===== config.mk =====
export PLATFORM = sky130hd
export DESIGN_NAME = data_cache
export DESIGN_NICKNAME = d
export VERILOG_FILES = /design/src/rtl/data_cache_pkg.sv /design/src/rtl/dcache_storage.sv /design/src/rtl/data_cache.sv
export SDC_FILE = /design/constraint.sdc
export NUM_CORES = 1
export LEC_CHECK = 0
export CAP_MARGIN = 20
export CORE_UTILIZATION = 55
export CTS_BUF_LIST = sky130_fd_sc_hd__clkbuf_4 sky130_fd_sc_hd__clkbuf_8
export CTS_CLUSTER_SIZE = 25
export DETAILED_ROUTE_END_ITERATION = 8
export PLACE_DENSITY_LB_ADDON = 0.15
export SYNTH_ARGS = -nofsm -noshare
export SYNTH_HDL_FRONTEND = slang
export SYNTH_HIERARCHICAL = 1
export SYNTH_SLANG_ARGS = --single-unit

===== constraint.sdc =====
create_clock -name CLK -period 9.03 [get_ports CLK]
set_input_delay 1.806 -clock CLK [delete_from_list [all_inputs] [get_ports CLK]]
set_output_delay 1.806 -clock CLK [all_outputs]
set_load 0.03 [all_outputs]

===== src/rtl/data_cache_pkg.sv =====
// Shared field widths, line count and FSM state encoding for the data cache.
package data_cache_pkg;

    localparam int unsigned TAG_W    = 3;
    localparam int unsigned INDEX_W  = 3;
    localparam int unsigned OFFSET_W = 2;
    localparam int unsigned BLOCK_W  = 32;
    localparam int unsigned LINES    = 8;

    typedef enum logic [1:0] {
        StIdle,
        StWriteback,
        StFetch,
        StUpdate
    } state_e;

endpackage


===== src/rtl/dcache_storage.sv =====
// Line storage: valid/dirty/tag/data arrays, async read, single sync write port.
module dcache_storage
    import data_cache_pkg::*;
(
    input  logic               clk,
    input  logic               reset,
    input  logic [INDEX_W-1:0] rd_index,
    output logic               rd_valid,
    output logic               rd_dirty,
    output logic [TAG_W-1:0]   rd_tag,
    output logic [BLOCK_W-1:0] rd_block,
    input  logic               wr_en,
    input  logic [INDEX_W-1:0] wr_index,
    input  logic [TAG_W-1:0]   wr_tag,
    input  logic [BLOCK_W-1:0] wr_block,
    input  logic               wr_dirty
);

    logic [LINES-1:0] valid_q;
    logic [LINES-1:0] dirty_q;
    logic [TAG_W-1:0]   tag_q  [LINES];
    logic [BLOCK_W-1:0] data_q [LINES];

    // Status bits: cleared by reset; any line write marks the line valid.
    always_ff @(posedge clk) begin
        if (reset) begin
            valid_q <= '0;
            dirty_q <= '0;
        end else if (wr_en) begin
            valid_q[wr_index] <= 1'b1;
            dirty_q[wr_index] <= wr_dirty;
        end
    end

    // Tag and data are not reset, but a write coinciding with reset is dropped.
    always_ff @(posedge clk) begin
        if (wr_en && !reset) begin
            tag_q[wr_index]  <= wr_tag;
            data_q[wr_index] <= wr_block;
        end
    end

    assign rd_valid = valid_q[rd_index];
    assign rd_dirty = dirty_q[rd_index];
    assign rd_tag   = tag_q[rd_index];
    assign rd_block = data_q[rd_index];

endmodule


===== src/rtl/data_cache.sv =====
// Direct-mapped, write-back, write-allocate data cache: 8 lines x 4 bytes.
module data_cache
    import data_cache_pkg::*;
(
    input  logic               CLK,
    input  logic               RESET,
    input  logic               READ,
    input  logic               WRITE,
    input  logic [7:0]         ADDRESS,
    input  logic [7:0]         WRITEDATA,
    output logic [7:0]         READDATA,
    output logic               BUSYWAIT,
    output logic               MEM_READ,
    output logic               MEM_WRITE,
    output logic [5:0]         MEM_ADDRESS,
    output logic [BLOCK_W-1:0] MEM_WRITEDATA,
    input  logic [BLOCK_W-1:0] MEM_READDATA,
    input  logic               MEM_BUSYWAIT
);

    state_e state_q, state_d;
    logic [BLOCK_W-1:0] fetch_q, fetch_d;

    logic [TAG_W-1:0]    tag;
    logic [INDEX_W-1:0]  index;
    logic [OFFSET_W-1:0] offset;
    logic                access;
    logic                hit;

    logic               line_valid;
    logic               line_dirty;
    logic [TAG_W-1:0]   line_tag;
    logic [BLOCK_W-1:0] line_block;

    logic               wr_en;
    logic [TAG_W-1:0]   wr_tag;
    logic [BLOCK_W-1:0] wr_block;
    logic               wr_dirty;

    assign tag    = ADDRESS[7:5];
    assign index  = ADDRESS[4:2];
    assign offset = ADDRESS[1:0];
    assign access = READ | WRITE;
    assign hit    = line_valid && (line_tag == tag);

    dcache_storage u_storage (
        .clk      (CLK),
        .reset    (RESET),
        .rd_index (index),
        .rd_valid (line_valid),
        .rd_dirty (line_dirty),
        .rd_tag   (line_tag),
        .rd_block (line_block),
        .wr_en    (wr_en),
        .wr_index (index),
        .wr_tag   (wr_tag),
        .wr_block (wr_block),
        .wr_dirty (wr_dirty)
    );

    assign READDATA      = line_block[{offset, 3'b000} +: 8];
    assign MEM_WRITEDATA = line_block;

    // State and fetched-block registers; reset aborts any memory transaction.
    always_ff @(posedge CLK) begin
        if (RESET) begin
            state_q <= StIdle;
        end else begin
            state_q <= state_d;
            fetch_q <= fetch_d;
        end
    end

    // Next-state, memory handshake and line-write control.
    always_comb begin
        state_d     = state_q;
        fetch_d     = fetch_q;
        BUSYWAIT    = 1'b0;
        MEM_READ    = 1'b0;
        MEM_WRITE   = 1'b0;
        MEM_ADDRESS = {tag, index};
        wr_en       = 1'b0;
        wr_tag      = line_tag;
        wr_block    = line_block;
        wr_dirty    = line_dirty;
        case (state_q)
            StIdle: begin
                if (access) begin
                    if (hit) begin
                        // WRITE wins when both strobes are high.
                        if (WRITE) begin
                            wr_en = 1'b1;
                            wr_block[{offset, 3'b000} +: 8] = WRITEDATA;
                            wr_dirty = 1'b1;
                        end
                    end else begin
                        BUSYWAIT = 1'b1;
                        state_d  = (line_valid && line_dirty) ? StWriteback : StFetch;
                    end
                end
            end
            StWriteback: begin
                BUSYWAIT    = access;
                MEM_WRITE   = 1'b1;
                MEM_ADDRESS = {line_tag, index};
                if (!MEM_BUSYWAIT) state_d = StFetch;
            end
            StFetch: begin
                BUSYWAIT = access;
                MEM_READ = 1'b1;
                if (!MEM_BUSYWAIT) begin
                    fetch_d = MEM_READDATA;
                    state_d = StUpdate;
                end
            end
            StUpdate: begin
                BUSYWAIT = access;
                wr_en    = 1'b1;
                wr_tag   = tag;
                wr_block = fetch_q;
                wr_dirty = 1'b0;
                state_d  = StIdle;
            end
            default: state_d = StIdle;
        endcase
    end

endmodule


### Word-level counts from Yosys, hierarchy flattened

Memories as Yosys holds them, arrays and structs flattened.
Index checks and enable logic that the tools add are counted.
Widths: inputs -> output; s select.

* bits in registers: 50
* RAM bits: 280
* bits of input ports: 53
* output and inout port bits: 49
* logic and storage cells: 68
* memories kept: 2

Memories
* u_storage.data_q: depth 8, width 32, rd ports 1, clocked after Yosys merged registers in 0, wr ports 1, RTL line dcache_storage.sv:22 `logic [BLOCK_W-1:0] data_q [LINES];`
* u_storage.tag_q: depth 8, width 3, rd ports 1, clocked after Yosys merged registers in 0, wr ports 1, RTL line dcache_storage.sv:21 `logic [TAG_W-1:0] tag_q [LINES];`

* $add $sub $neg: 1
* order comparisons: 2
* equal/unequal tests: 8
* shifts and indexed selects: 3
* muxes and demuxes: 35
* bitwise operators: 4
* reduce and logical (&&, ||, !) cells: 9

Operators by type and width (number)
* $mux 32: 3
* $pmux 32 s2: 1
* $bwmux 32: 1
* $shift 8x7->32 const A: 1
* $shiftx 32x6->8: 1
* $shiftx 8x7->32: 1
* $mux 1: 15
* $mux 2: 5
* $bwmux 8: 1
* $ne 2x2->1 const B: 4
* $or 8x8->8: 1
* $pmux 2 s4: 1
* $neg 5->7: 1
* $bmux 1 s3: 2
* $mux 6: 1
* $pmux 1 s2: 3
* $eq 2x2->1 const B: 2
* $logic_and 1x1->1: 4
* $lt 3x4->1 const B: 1
* $reduce_and 4->1: 1
* $demux 1 s3: 1
* $eq 3x3->1: 1
* $ge 3x1->1 const B: 1
* $mux 3: 1
* other kinds (7): 8

### Depth between registers and ports, before layout

Gate-level depths: netlist (run 1).

* depth after elaboration: 9
* gate-level depth with buffers: 11
* mapped depth without buffers: 8

### By module

Netlist (run 1), hierarchy kept.

Modules (own cells, without submodules)
* dcache_storage: times used 1, cells each 487, area each 11290.8 sq um, seq. area each 8728.4 sq um
* data_cache: times used 1, cells each 200, area each 2393.5 sq um, seq. area each 1001.0 sq um

### Worst setup path after synthesis (run 1)

No wires, ideal clock.

* path kind: in2reg
* start point: input ADDRESS[2]
* end point: memory u_storage.data_q[0][0], enable pin
* setup time: 0.471 ns
* arrival time: 6.647 ns
* data required time: 8.559 ns
* slack: 1.912 ns
* cell stages on the path: 10
* path buffers: 3
* cell sequence: buf_6 -> buf_6 -> mux4_2 -> mux2_2 -> xnor2_1 -> nand4_1 -> nand2b_1 -> clkbuf_1 -> or3b_2 -> nor3_1

* longest elaborated chain between the ends: 9
* elaborated cells between the ends (all ways): 11
* classes of those cells: 1 x eq/ne; 7 x mux; 2 x reduce/logical; 1 x memory

Ends and longest elaborated chain
* start: declaration: RTL line data_cache.sv:9 `input logic [7:0] ADDRESS,`
* $mem_v2 8x3
* named net line_tag[2]: RTL line data_cache.sv:32 `logic [TAG_W-1:0] line_tag;`
* $eq 3x3->1: RTL line data_cache.sv:44 `assign hit = line_valid && (line_tag == tag);`
* $logic_and 1x1->1: RTL line data_cache.sv:44
* $mux 1: RTL line data_cache.sv:89 `if (hit) begin`
* $mux 1: RTL line data_cache.sv:88 `if (access) begin`
* $pmux 1 s2: RTL line data_cache.sv:86 `case (state_q)`
* named net wr_en: RTL line data_cache.sv:35 `logic wr_en;`
* $logic_and 1x1->1: RTL line dcache_storage.sv:37 `if (wr_en && !reset) begin`
* $mux 1: RTL line dcache_storage.sv:37
* $mux 1 (not written as such): RTL line dcache_storage.sv:39 `data_q[wr_index] <= wr_block;`
* end: declaration: RTL line dcache_storage.sv:22

The timed path passes the listed nets, and every way through them passes these cells. The select of a mux whose other input is x is not followed.

### Final worst setup path (run 1)

* start point: input ADDRESS[4]
* end point: output READDATA[5]

* longest elaborated chain between the ends: 2

Ends and longest elaborated chain
* $mem_v2 8x32
* $shiftx 32x6->8: RTL line data_cache.sv:61 `assign READDATA = line_block[{offset, 3'b000} +: 8];`
* end: declaration: RTL line data_cache.sv:11 `output logic [7:0] READDATA,`

No other way between the ends.

==> out/results.txt, run 1 <==
Pwr/cell area: 225.8 nW/um^2
CTS sink cnt: 330
CTS tree: yes
Crit end category: output pin
Netlist cell types: 49
Overall power: 3648 uW
Cell area after synthesis: 13680 um^2
Non-filler cells, final: 1187
FF+latch area: 9729 um^2
CP arrival: 4.86 ns
Status: complete, no violations
Resized cells post-CTS: 0
Worst Skew: 0.02945 ns
Setup TNS: 0 ns
Layout cells sized above 1: 28.62%
Max FO, Critical Path: 46
Placed Cells: 1091
Setup violations, final: 0
Setup CP Type: in2out
Final hold vios: 0
#FFs+latches synth: 330
Die ar.: 25520 um^2
Die Ht: 159.7 um
First-pass GRT wire length: 48580 um
Reg clk slew, reported paths: 0.06 ns
Top cell type's share of synthesized area: 68.46%
RSZ-0062 raised after global routing: no
Initial antenna violation count: 0
Num ports: 102
Final Cycle Share: 73.83%
Clock Path Buffers: 3
Chip width: 159.7 um
Worst hold path cell count: 2
Tot GR Track Use: 26.16%
Vias in the first global route: 7943
Remaining Overflow, GRT: 0
Ant. Diodes: 0
Final #Nets: 885
Post-synth top cells: edfxtp_1 (312), mux4_2 (82), mux2_2 (43)
Starting DRC count in detailed routing: 673
Remaining DRCs: 0
Final min period: 6.667 ns
Design area: 16160 um^2
Placed cell areas: 15100 um^2
Vias: 7464
R2r worst-path depth: 8
Syn_nets: 750
Hold Crit Endpoint: u_storage/valid_q[5]$_SDFFE_PP0P_
Post-synth ARST share: 0%
Mapped Cells: 687
R2R Setup Slk: 4.52 ns
Leading cell type by number of instances after synthesis: edfxtp_1
Worst Hold Margin: 0.4509 ns
Synth Flop Type: edfxtp_1
Worst Max-Slew Pin Slew: 1.149 ns
Worst EP required: 7.22 ns
Vias per cell: 6.288
IO buf count: 101
Worst r2r src: u_storage/tag_q[2][2]$_DFFE_PP_
Peak Freq: 150.0 MHz
Routed WL per cell: 27.31 um
Post-CTS setup buffers: 0
# hold bufs at CTS: 0
Clk_lat worst skew: 0.60 ns
Area Growth Syn to Fin: 18.09%
Slew margin rel.: 23.25%
Final Slew Violations: 0
Core area: 24390 um^2
Largest net degree at the start of global routing: 64
CTS Root Cell: clkbuf_8
RR Endpoint: u_storage/data_q[4][4]$_DFFE_PP_
Hold Path Origin: u_storage/valid_q[5]$_SDFFE_PP0P_
YS warnings: 6
Critical Path Start Type: input port
Rows: 57
Top cells by area, synth: edfxtp_1 (68%), mux4_2 (13%), mux2_2 (3.5%), dfxtp_1 (2.6%), a221o_1 (2.2%)
P_leak: 0.005245 uW
Syn avg cell area: 19.92 um^2
Post-synth EDFFs: 312
Seq/Total Area, Yosys: 71.10%
Gpl congestion: 0.8024
Multi-input gate area: 3777 um^2
Largest area contributor in the netlist: edfxtp_1
Worst hold path class: reg2reg
Final WL: 32410 um
Initial Util: 56.10%
Antenna-violating nets left: 0
Peak supply drop: 0.1355 mV
DP HPWL: 19580 um
H-tree depth: 2
Detailed Routing Iterations Pass 1: 5
Max Cap Viol: 0
Fill cell count: 1683
Cts bufs inserted: 52
## worst max path at each step
stage	startpoint	to	slack (ns)	cells after the start
after detailed placement	ADDRESS[4]	READDATA[2]	2.36	6
after floorplan	ADDRESS[2]	u_storage/data_q[0][0]$_DFFE_PP_	1.91	10
after global placement	ADDRESS[4]	READDATA[5]	2.41	6
after global routing	ADDRESS[4]	READDATA[1]	2.26	6
after CTS	ADDRESS[4]	READDATA[2]	2.36	6
final	ADDRESS[4]	READDATA[5]	2.36	6
## worst max-delay path, stage by stage
cell             delay (ns)
buf_4                  0.48
buf_4                  0.68
mux4_2                 0.41
mux2_2                 0.31
mux4_2                 0.51
clkdlybuf4s50_1        0.62
## cell type report
class                   instances  share of cell area [%]
inverters                       9                  0.2091
clock buffers                  72                   5.436
multi-input cells             308                   23.38
repair buffers                121                   7.325
well taps                     324                   2.509
flip-flops and latches        330                   60.21
clock inverters                23                  0.9369
## state kept, by name, summed over array words and instances, names as in the netlist
signal and count:
state_q 2, fetch_q 32, u_storage/tag_q 24, u_storage/data_q 256, u_storage/valid_q 8, u_storage/dirty_q 8
## per-layer routing
layer	global-route usage, %	part of all wire (%)	up-vias
met3	5.351	8.5	96
met2	43.05	50	414
li1	-	-	3131
met5	1.515	0.16	-
met1	34.09	38	3821
met4	11.01	3.4	2
## placed cells by master, fill, tap and decap left out, drive strengths merged, types with 2 or more instances in the layout
master,instances
xnor2,3
clkbuf,72
nand4,3
bufinv,2
a21oi,9
nand2,4
clkinv,20
and4b,2
clkdlybuf4s50,98
nor4,2
mux4,82
nand2b,4
mux2i,8
inv,10
and2,31
nor4bb,2
dfxtp,18
nor4b,3
and4,2
nand3,2
ha,10
edfxtp,312
a221oi,2
nand4b,4
nor2,28
a41oi,2
nor2b,7
mux2,43
a221o,30
buf,23
xor2,3
o21ai,3
nor3,4
## logic make-up (layout without fill, tap and decap cells)
family | after synthesis | count (layout) | share of synthesized area [%]
flip-flops | 330 | 330 | 71.10
AND/OR/NAND/NOR | 105 | 105 | 4.663
adder cells (fa/ha/maj) | 10 | 10 | 0.9143
buffers and inverters | 49 | 225 | 1.902
multiplexers | 133 | 133 | 17.62
XOR/XNOR | 6 | 6 | 0.3841
AO/OA/AOI/OAI | 54 | 54 | 3.420
## metrics by stage
step / setup WS [ns] / util, %
floorplan: 1.912 / -
global placement: 2.414 / 61.92
detailed placement: 2.358 / 61.92
CTS: 2.356 / 66.14
global route: 2.264 / 66.25
finish: 2.363 / 66.25
## report_power, final
part           switching, uW  internal (uW)  leakage (uW)
clock network            557            685      0.000549
logic                    368            204       0.00173
registers               7.19           1830       0.00297
Note: power is estimated with default switching activity, not from simulation.
==> run 2: changes to the inputs <==
clock period = 5.85 ns   (was 9.03 ns; I/O delays follow)
==> run 2 against run 1 <==
Against the previous run:
- power rose by 56%
- sequential power grew 55%
- highest routed layer is now met4
- critical path depth up 1
- via count down 0.17%
- flip-flop and latch count unchanged
- clock power increased by 60%
- die area unchanged
- clock skew down 0.0015 ns
==> out/results.txt, run 2 (synthesized netlist as in run 1, its figures left out) <==
Status: complete, no violations (unchanged)
Largest net degree at the start of global routing: 54 (was 64)
Worst hold path cell count: 2 (unchanged)
Num ports: 102 (unchanged)
Initial Util: 56.10% (unchanged)
CTS Root Cell: clkbuf_8 (unchanged)
Largest regs: u_storage/data_q (256), fetch_q (32), u_storage/tag_q (24) (unchanged)
Resized cells post-CTS: 0 (unchanged)
Vias in the first global route: 7963 (was 7943)
Design area: 16290 um^2 (was 16160 um^2)
Final #Nets: 900 (was 885)
Final Slew Violations: 0 (unchanged)
Initial antenna violation count: 0 (unchanged)
Met3 Track Usage GR: 5.584% (was 5.351%)
Gpl congestion: 0.8097 (was 0.8024)
Worst Max-Slew Pin Slew: 1.012 ns (was 1.149 ns)
Crit end category: output pin (unchanged)
IO buf count: 101 (unchanged)
RSZ-0062 raised after global routing: no (unchanged)
Worst hold path class: reg2reg (unchanged)
First-pass GRT wire length: 48740 um (was 48580 um)
Max FO, Critical Path: 35 (was 46)
Worst Skew: 0.02798 ns (was 0.02945 ns)
Final min period: 5.225 ns
Critical Path Start Type: input port (unchanged)
Remaining DRCs: 0 (unchanged)
Final WL: 32800 um (was 32410 um)
Post-CTS setup buffers: 0 (unchanged)
H-tree depth: 2 (unchanged)
Cts bufs inserted: 53 (was 52)
Die Ht: 159.7 um (unchanged)
Setup CP Type: in2out (unchanged)
Peak Freq: 191.4 MHz
# hold bufs at CTS: 0 (unchanged)
Pwr/cell area: 350.1 nW/um^2 (was 225.8 nW/um^2)
Tot GR Track Use: 26.46% (was 26.16%)
Max reg flops: 256 (unchanged)
Die ar.: 25520 um^2 (unchanged)
Rows: 57 (unchanged)
Fill cell count: 1650 (was 1683)
DP HPWL: 20410 um (was 19580 um)
Global route hottest layer: met2 (unchanged)
Reg clk slew, reported paths: 0.05 ns (was 0.06 ns)
Clk_lat worst skew: 0.59 ns (was 0.60 ns)
Vias per cell: 6.209 (was 6.288)
Final hold vios: 0 (unchanged)
Area Growth Syn to Fin: 19.05% (was 18.09%)
Ant. Diodes: 0 (unchanged)
Layout cells sized above 1: 29.68% (was 28.62%)
Remaining Overflow, GRT: 0 (unchanged)
Routed WL per cell: 27.33 um (was 27.31 um)
Antenna-violating nets left: 0 (unchanged)
Reg with most FFs: u_storage/data_q (unchanged)
Starting DRC count in detailed routing: 603 (was 673)
Setup TNS: 0 ns (unchanged)
P_leak: 0.005322 uW (was 0.005245 uW)
Detailed Routing Iterations Pass 1: 5 (unchanged)
Max Cap Viol: 0 (unchanged)
Placed cell areas: 15230 um^2 (was 15100 um^2)
Slew margin rel.: 32.04% (was 23.25%)
R2r worst-path depth: 8 (unchanged)
Setup violations, final: 0 (unchanged)
Met2 usage: 43.37% (was 43.05%)
Met1 usage: 35.23% (was 34.09%)
Final Cycle Share: 89.31%
CP arrival: 4.05 ns (was 4.86 ns)
Peak supply drop: 0.1956 mV (was 0.1355 mV)
CTS tree: yes (unchanged)
Most frequent cells in the layout: edfxtp_1 (312), clkdlybuf4s50_1 (98), mux4_2 (82) (unchanged)
Chip width: 159.7 um (unchanged)
CTS sink cnt: 330 (unchanged)
Core area: 24390 um^2 (unchanged)
Worst EP required: 4.68 ns (was 7.22 ns)
Vias: 7451 (was 7464)
Clock Path Buffers: 3 (unchanged)
Most common cell after layout, fill and taps aside: edfxtp_1 (unchanged)
## run 2: metrics by stage
step                cells  hold WS (ns)  power, uW  utilization (%)  worst slack (ns)
finish               1200        0.4563       5703            66.79            0.6252
detailed placement   1106        0.4454       3757            62.43            0.5947
CTS                  1200        0.4547       5723            66.79            0.5897
floorplan             687        0.4223       3410                -            0.3061
global route         1200        0.4646       5878            66.79            0.4925
global placement     1106        0.4289       3720            62.43            0.6015
## run 2: final timing paths
check                                                        from                           endpoint  slack, ns
worst min-delay path            u_storage/valid_q[3]$_SDFFE_PP0P_  u_storage/valid_q[3]$_SDFFE_PP0P_       0.46
worst max-delay path                                   ADDRESS[2]                           BUSYWAIT       0.63
worst max register to register    u_storage/tag_q[5][2]$_DFFE_PP_  u_storage/data_q[0][20]$_DFFE_PP_       2.15
worst min register to register  u_storage/valid_q[3]$_SDFFE_PP0P_  u_storage/valid_q[3]$_SDFFE_PP0P_       0.46
## run 2: layer usage
| metal | vias up | share of wire [%] |
|---|---|---|
| met5 | - | 0 |
| li1 | 3155 | - |
| met1 | 3812 | 39 |
| met4 | 0 | 2.9 |
| met2 | 408 | 49 |
| met3 | 76 | 8.8 |
## run 2: final cells by class
type                    count  area, um^2  share of cell area, %
inverters                   9       33.78                 0.2074
flip-flops and latches    330        9729                  59.72
clock inverters            31       252.7                  1.551
multi-input cells         308        3777                  23.19
repair buffers            135        1281                  7.865
well taps                 324       405.4                  2.488
clock buffers              63       810.8                  4.977
## run 2: power by group
| part | switching, uW | internal (uW) |
|---|---|---|
| Sequential | 11.8 | 2820 |
| Clock | 887 | 1100 |
| Combinational | 568 | 317 |
## run 2: critical path: stages
cell and delay [ns]:
buf_4 0.55, mux4_2 0.59, mux2_2 0.33, xor2_1 0.24, nor2_1 0.13, a41oi_1 0.28, clkdlybuf4s50_1 0.72
